**src/rtl/sar_adc_sequencer.sv**
```systemverilog
// Round-robin conversion scheduler for the SAR ADC: grants one requester, runs sample/convert, returns the tagged result.
// Optional conversion watchdog enabled by defining SAR_SEQ_TIMEOUT_EN.
module sar_adc_sequencer #(
  parameter int N_BITS         = 10,
  parameter int N_CH           = 4,
  parameter int SAMPLE_CYCLES  = 4,
  parameter int TIMEOUT_CYCLES = 64,
  localparam int CH_W          = (N_CH > 1) ? $clog2(N_CH) : 1
) (
  input  logic              clk,
  input  logic              reset,
  input  logic [N_CH-1:0]   req,
  output logic [N_CH-1:0]   ack,
  output logic [CH_W-1:0]   ch_sel,
  output logic              adc_hold,
  input  logic              adc_eoc,
  input  logic [N_BITS-1:0] adc_result,
  output logic [N_BITS-1:0] result_data,
  output logic [CH_W-1:0]   result_ch,
  output logic              result_valid,
  output logic              busy,
  output logic              timeout_err
);

  localparam int SMP_W = $clog2(SAMPLE_CYCLES + 1);

  typedef enum logic [1:0] {IDLE, SAMPLE, CONVERT, DONE} state_e;

  state_e              state_q;
  logic [CH_W-1:0]     rr_ptr_q;
  logic [CH_W-1:0]     ch_sel_q;
  logic [SMP_W-1:0]    smp_cnt_q;
  logic [N_CH-1:0]     ack_q;
  logic                adc_hold_q;
  logic [N_BITS-1:0]   result_data_q;
  logic [CH_W-1:0]     result_ch_q;
  logic                result_valid_q;
  logic                busy_q;
  logic [CH_W-1:0]     grant_d;
  logic [CH_W-1:0]     rr_ptr_d;

  // First requesting channel at or after the pointer, searching upward with wrap.
  function automatic logic [CH_W-1:0] rr_pick(input logic [N_CH-1:0] r,
                                              input logic [CH_W-1:0] ptr);
    logic [CH_W-1:0] pick;
    logic            found;
    int              idx;
    pick  = '0;
    found = 1'b0;
    for (int i = 0; i < N_CH; i++) begin
      idx = (int'(ptr) + i) % N_CH;
      if (!found && (|(r & (N_CH'(1) << idx)))) begin
        pick  = CH_W'(idx);
        found = 1'b1;
      end
    end
    return pick;
  endfunction

  always_comb begin
    grant_d  = rr_pick(req, rr_ptr_q);
    rr_ptr_d = (grant_d == CH_W'(N_CH - 1)) ? '0 : grant_d + 1'b1;
  end

`ifdef SAR_SEQ_TIMEOUT_EN
  localparam int TMO_W = $clog2(TIMEOUT_CYCLES + 1);
  logic [TMO_W-1:0] tmo_cnt_q;
  logic             tmo_err_q;
`endif

  always_ff @(posedge clk or negedge reset) begin
    if (!reset) begin
      state_q        <= IDLE;
      rr_ptr_q       <= '0;
      ch_sel_q       <= '0;
      smp_cnt_q      <= '0;
      ack_q          <= '0;
      adc_hold_q     <= 1'b0;
      result_data_q  <= '0;
      result_ch_q    <= '0;
      result_valid_q <= 1'b0;
      busy_q         <= 1'b0;
`ifdef SAR_SEQ_TIMEOUT_EN
      tmo_cnt_q      <= '0;
      tmo_err_q      <= 1'b0;
`endif
    end else begin
      ack_q          <= '0;
      result_valid_q <= 1'b0;
`ifdef SAR_SEQ_TIMEOUT_EN
      tmo_err_q      <= 1'b0;
`endif
      case (state_q)
        IDLE: begin
          if (|req) begin
            ch_sel_q   <= grant_d;
            rr_ptr_q   <= rr_ptr_d;
            smp_cnt_q  <= '0;
            adc_hold_q <= 1'b0;
            busy_q     <= 1'b1;
            state_q    <= SAMPLE;
          end
        end
        SAMPLE: begin
          if (smp_cnt_q == SMP_W'(SAMPLE_CYCLES - 1)) begin
            adc_hold_q <= 1'b1;
`ifdef SAR_SEQ_TIMEOUT_EN
            tmo_cnt_q  <= '0;
`endif
            state_q    <= CONVERT;
          end else begin
            smp_cnt_q <= smp_cnt_q + 1'b1;
          end
        end
        CONVERT: begin
          // eoc is checked first so it wins over a same-cycle timeout.
          if (adc_eoc) begin
            result_data_q  <= adc_result;
            result_ch_q    <= ch_sel_q;
            result_valid_q <= 1'b1;
            ack_q          <= N_CH'(1) << ch_sel_q;
            adc_hold_q     <= 1'b0;
            state_q        <= DONE;
          end
`ifdef SAR_SEQ_TIMEOUT_EN
          else if (tmo_cnt_q == TMO_W'(TIMEOUT_CYCLES - 1)) begin
            tmo_err_q  <= 1'b1;
            ack_q      <= N_CH'(1) << ch_sel_q;
            adc_hold_q <= 1'b0;
            state_q    <= DONE;
          end else begin
            tmo_cnt_q <= tmo_cnt_q + 1'b1;
          end
`endif
        end
        DONE: begin
          busy_q  <= 1'b0;
          state_q <= IDLE;
        end
        default: state_q <= IDLE;
      endcase
    end
  end

  assign ack          = ack_q;
  assign ch_sel       = ch_sel_q;
  assign adc_hold     = adc_hold_q;
  assign result_data  = result_data_q;
  assign result_ch    = result_ch_q;
  assign result_valid = result_valid_q;
  assign busy         = busy_q;
`ifdef SAR_SEQ_TIMEOUT_EN
  assign timeout_err  = tmo_err_q;
`else
  assign timeout_err  = 1'b0;
`endif

endmodule

```
**config.mk**
```make
export PLATFORM = sky130hd
export DESIGN_NAME = sar_adc_sequencer
export DESIGN_NICKNAME = d
export VERILOG_FILES = /design/src/rtl/sar_adc_sequencer.sv
export SDC_FILE = /design/constraint.sdc
export NUM_CORES = 1
export LEC_CHECK = 0
export CELL_PAD_IN_SITES_DETAIL_PLACEMENT = 1
export CELL_PAD_IN_SITES_GLOBAL_PLACEMENT = 1
export CORE_MARGIN = 8
export CORE_UTILIZATION = 25
export DETAILED_ROUTE_END_ITERATION = 16
export PLACE_DENSITY_LB_ADDON = 0.1
export SLEW_MARGIN = 10
export SYNTH_ARGS = -nofsm -noshare
export SYNTH_HDL_FRONTEND = slang
export SYNTH_SLANG_ARGS = --single-unit
```
**constraint.sdc**
```tcl
create_clock -name clk -period 4.7 [get_ports clk]
set_clock_uncertainty 0.15 [all_clocks]
set_input_delay 0.94 -clock clk [delete_from_list [all_inputs] [get_ports clk]]
set_output_delay 0.94 -clock clk [all_outputs]
set_load 0.02 [all_outputs]
```
==> results.sh <==
export IMPL_run_status="finished, final reports clean"
export IMPL_p_int_mw=0.807
export IMPL_rsz0062_at_grt="false"
export IMPL_avgViaCountPerCell=4.50
export IMPL_cts_hold_buf=0
export IMPL_io_pins=39
export IMPL_power_frac_seq=0.324
export IMPL_syn_area_per_cell_um2=11.7
export IMPL_synth_ff_type="dfrtp_1"
export IMPL_hold_viol_final=0
export IMPL_fillers=602
export IMPL_avgRoutedWirePerCell_um=14.7
export IMPL_diodes=0
export IMPL_die_width_um=91.4
export IMPL_multiInputGateArea_um2=674
export IMPL_maxSlewViolCount=0
export IMPL_fmax_mhz=385
export IMPL_cts_root_buf="clkbuf_8"
export IMPL_drive_above_1_share=0.124
export IMPL_finalSetupViolations=0
export IMPL_grt_total_usage=0.0803
export IMPL_critPathLaunchType="input pin"
export IMPL_grt_overflow=0
export IMPL_syn_inst=122
export IMPL_clock_latency_ps=270
export IMPL_antenna_found_initial=0
export IMPL_design_core_area_um2=5510
export IMPL_p_sw_mw=0.522
export IMPL_clock_power_share=0.138
export IMPL_grt_pass1_wl_um=5560
export IMPL_syn_to_final_growth_pct=36.7
export IMPL_gp_congestion=0.702
export IMPL_ir_drop_mv=0.222
export IMPL_cts_tree="done"
export IMPL_hold_class="reg -> reg"
export IMPL_fp_dieArea_um2=8360
export IMPL_p_leak_nw=0.855
export IMPL_final_cell_mix="37 x clkdlybuf4s50_1, 28 x dfrtp_1, 10 x nand2_1, 10 x ha_1"
export IMPL_cap_violations=0
export IMPL_cts_num_sinks=28
export IMPL_cp_data_required_time_ps=4710
export IMPL_numCtsBuffers=3
export IMPL_synth_edff_count=0
export IMPL_rows=27
export IMPL_setup_worst_path_start="req[3]"
export IMPL_vias=1049
export IMPL_end_kind="flop"
export IMPL_finish_utilization=0.353
export IMPL_period_share=0.552
export IMPL_port_buffers=37
export IMPL_tns_ps=0
export IMPL_first_iter_violations=72
export IMPL_path_clk_slew_ps=90
export IMPL_yosysSeqAreaShare=0.493
export IMPL_critPathArrivalTime_ps=2610
export IMPL_dieHeight_um=91.4
export IMPL_initial_utilization=0.258
export IMPL_power_density_nw_per_um2=683
export IMPL_ys_async_sr_fraction=1.00
export IMPL_cp_max_fo=5
export IMPL_ys_warn_count=0
export IMPL_layout_nets=189
export IMPL_dp_hpwl_um=2740
export IMPL_min_from="result_data[5]"
export IMPL_cts_resized=0
export IMPL_final_common_cell="clkdlybuf4s50_1"
export IMPL_fin_crit_ps=2590
export IMPL_syn_nets=149
export IMPL_grt_max_degree=26
export IMPL_crit_type="in -> reg"
export IMPL_grt_pass1_vias=1086
export IMPL_r2r_start="rr_ptr_q[0]"
export IMPL_drt_pass1_iter_count=4
export IMPL_ys_ff_latch=28
export IMPL_wirelength_um=3430
export IMPL_netlist_area_um2=1420
export IMPL_regArea_um2=701
export IMPL_ant_nets=0
export IMPL_pwr_share_comb=0.537
export IMPL_route_detailed_drc=0
export IMPL_htree_levels=1
export IMPL_swShare=0.393
export IMPL_clockBufferDepth=2
export IMPL_yosys_cell_types_count=39
export IMPL_post_cts_repair_setup_buffers=0
-- power groups by stage --
| stage | clock (mW) | combinational [mW] | sequential (mW) |
|---|---|---|---|
| after floorplan | 0 | 0.370 | 0.510 |
| after detailed placement | 0 | 0.727 | 0.434 |
| after global placement | 0 | 0.716 | 0.427 |
| final | 0.184 | 0.714 | 0.431 |
| after CTS | 0.193 | 0.725 | 0.432 |
| after global routing | 0.203 | 0.781 | 0.445 |
-- cell usage after synthesis (2+ instances only) --
cell,number,area share
inv_1,7,0.018
o211ai_1,2,0.011
mux2_1,5,0.040
nand2_1,10,0.026
a21o_1,3,0.016
ha_1,10,0.088
o21ai_0,3,0.011
a221oi_2,2,0.021
a22oi_1,4,0.021
a22o_1,7,0.043
dfrtp_1,28,0.49
mux2_2,7,0.055
o211a_1,2,0.014
nor2_1,7,0.018
-- per-stage QoR --
stage | setup slack (ps) | instance area, um2 | std cells | power, mW | hold slack, ps
CTS | 2120 | 1940 | 233 | 1.35 | 352
global route | 2020 | 1940 | 233 | 1.43 | 374
detailed placement | 1800 | 1870 | 229 | 1.16 | 330
global placement | 1860 | 1870 | 229 | 1.14 | 319
floorplan | 2490 | 1420 | 122 | 0.880 | 343
finish | 2110 | 1940 | 233 | 1.33 | 345
-- final timing paths --
path | slack [ps] | endpoint | cells past startpoint
hold / removal | 350 | result_data[5] | 1
setup reg to reg | 2430 | rr_ptr_q[1] | 8
max in group asynchronous | 3160 | rr_ptr_q[0] | 2
hold reg to reg | 350 | result_data[5] | 1
min in group asynchronous | 700 | smp_cnt_q[0] | 1
setup / recovery | 2110 | rr_ptr_q[1] | 7
-- cell type report --
class | instances | share of cell area
tap | 72 | 0.0463
inverter | 8 | 0.0154
clock inverter | 1 | 0.0154
clock buffer | 3 | 0.0212
timing repair buffer | 38 | 0.194
sequential | 28 | 0.360
multi-input combinational | 83 | 0.347
-- registers in the layout (all words and copies together) (netlist names) --
register	count
ch_sel	2
result_data	10
state_q	2
busy	1
result_valid	1
result_ch	2
rr_ptr_q	2
ack	4
smp_cnt_q	3
adc_hold	1
-- layer usage --
metal	GRT usage	wire, um	vias to the layer above	share of wire
met4	0.0368	46	0	0.013
met2	0.127	1530	30	0.45
met5	0	0	-	0
met3	0.0189	240	2	0.070
li1	-	-	520	-
met1	0.101	1610	497	0.47
-- cell families after synthesis --
kind of cell,Yosys count,synth area share
AO/OA/AOI/OAI,32,0.186
adder cells (fa/ha/maj),10,0.0880
buffers and inverters,11,0.0334
flip-flops,28,0.493
multiplexers,13,0.102
other,1,0.00264
AND/OR/NAND/NOR,27,0.0950
-- critical path, cell delays in order --
cell	delay (ps)
clkdlybuf4s50_1	490
a22oi_1	320
o211ai_1	170
o211a_1	250
o21ai_2	180
o221a_1	200
nand2_1	50
(Power assumes the default switching activity.)
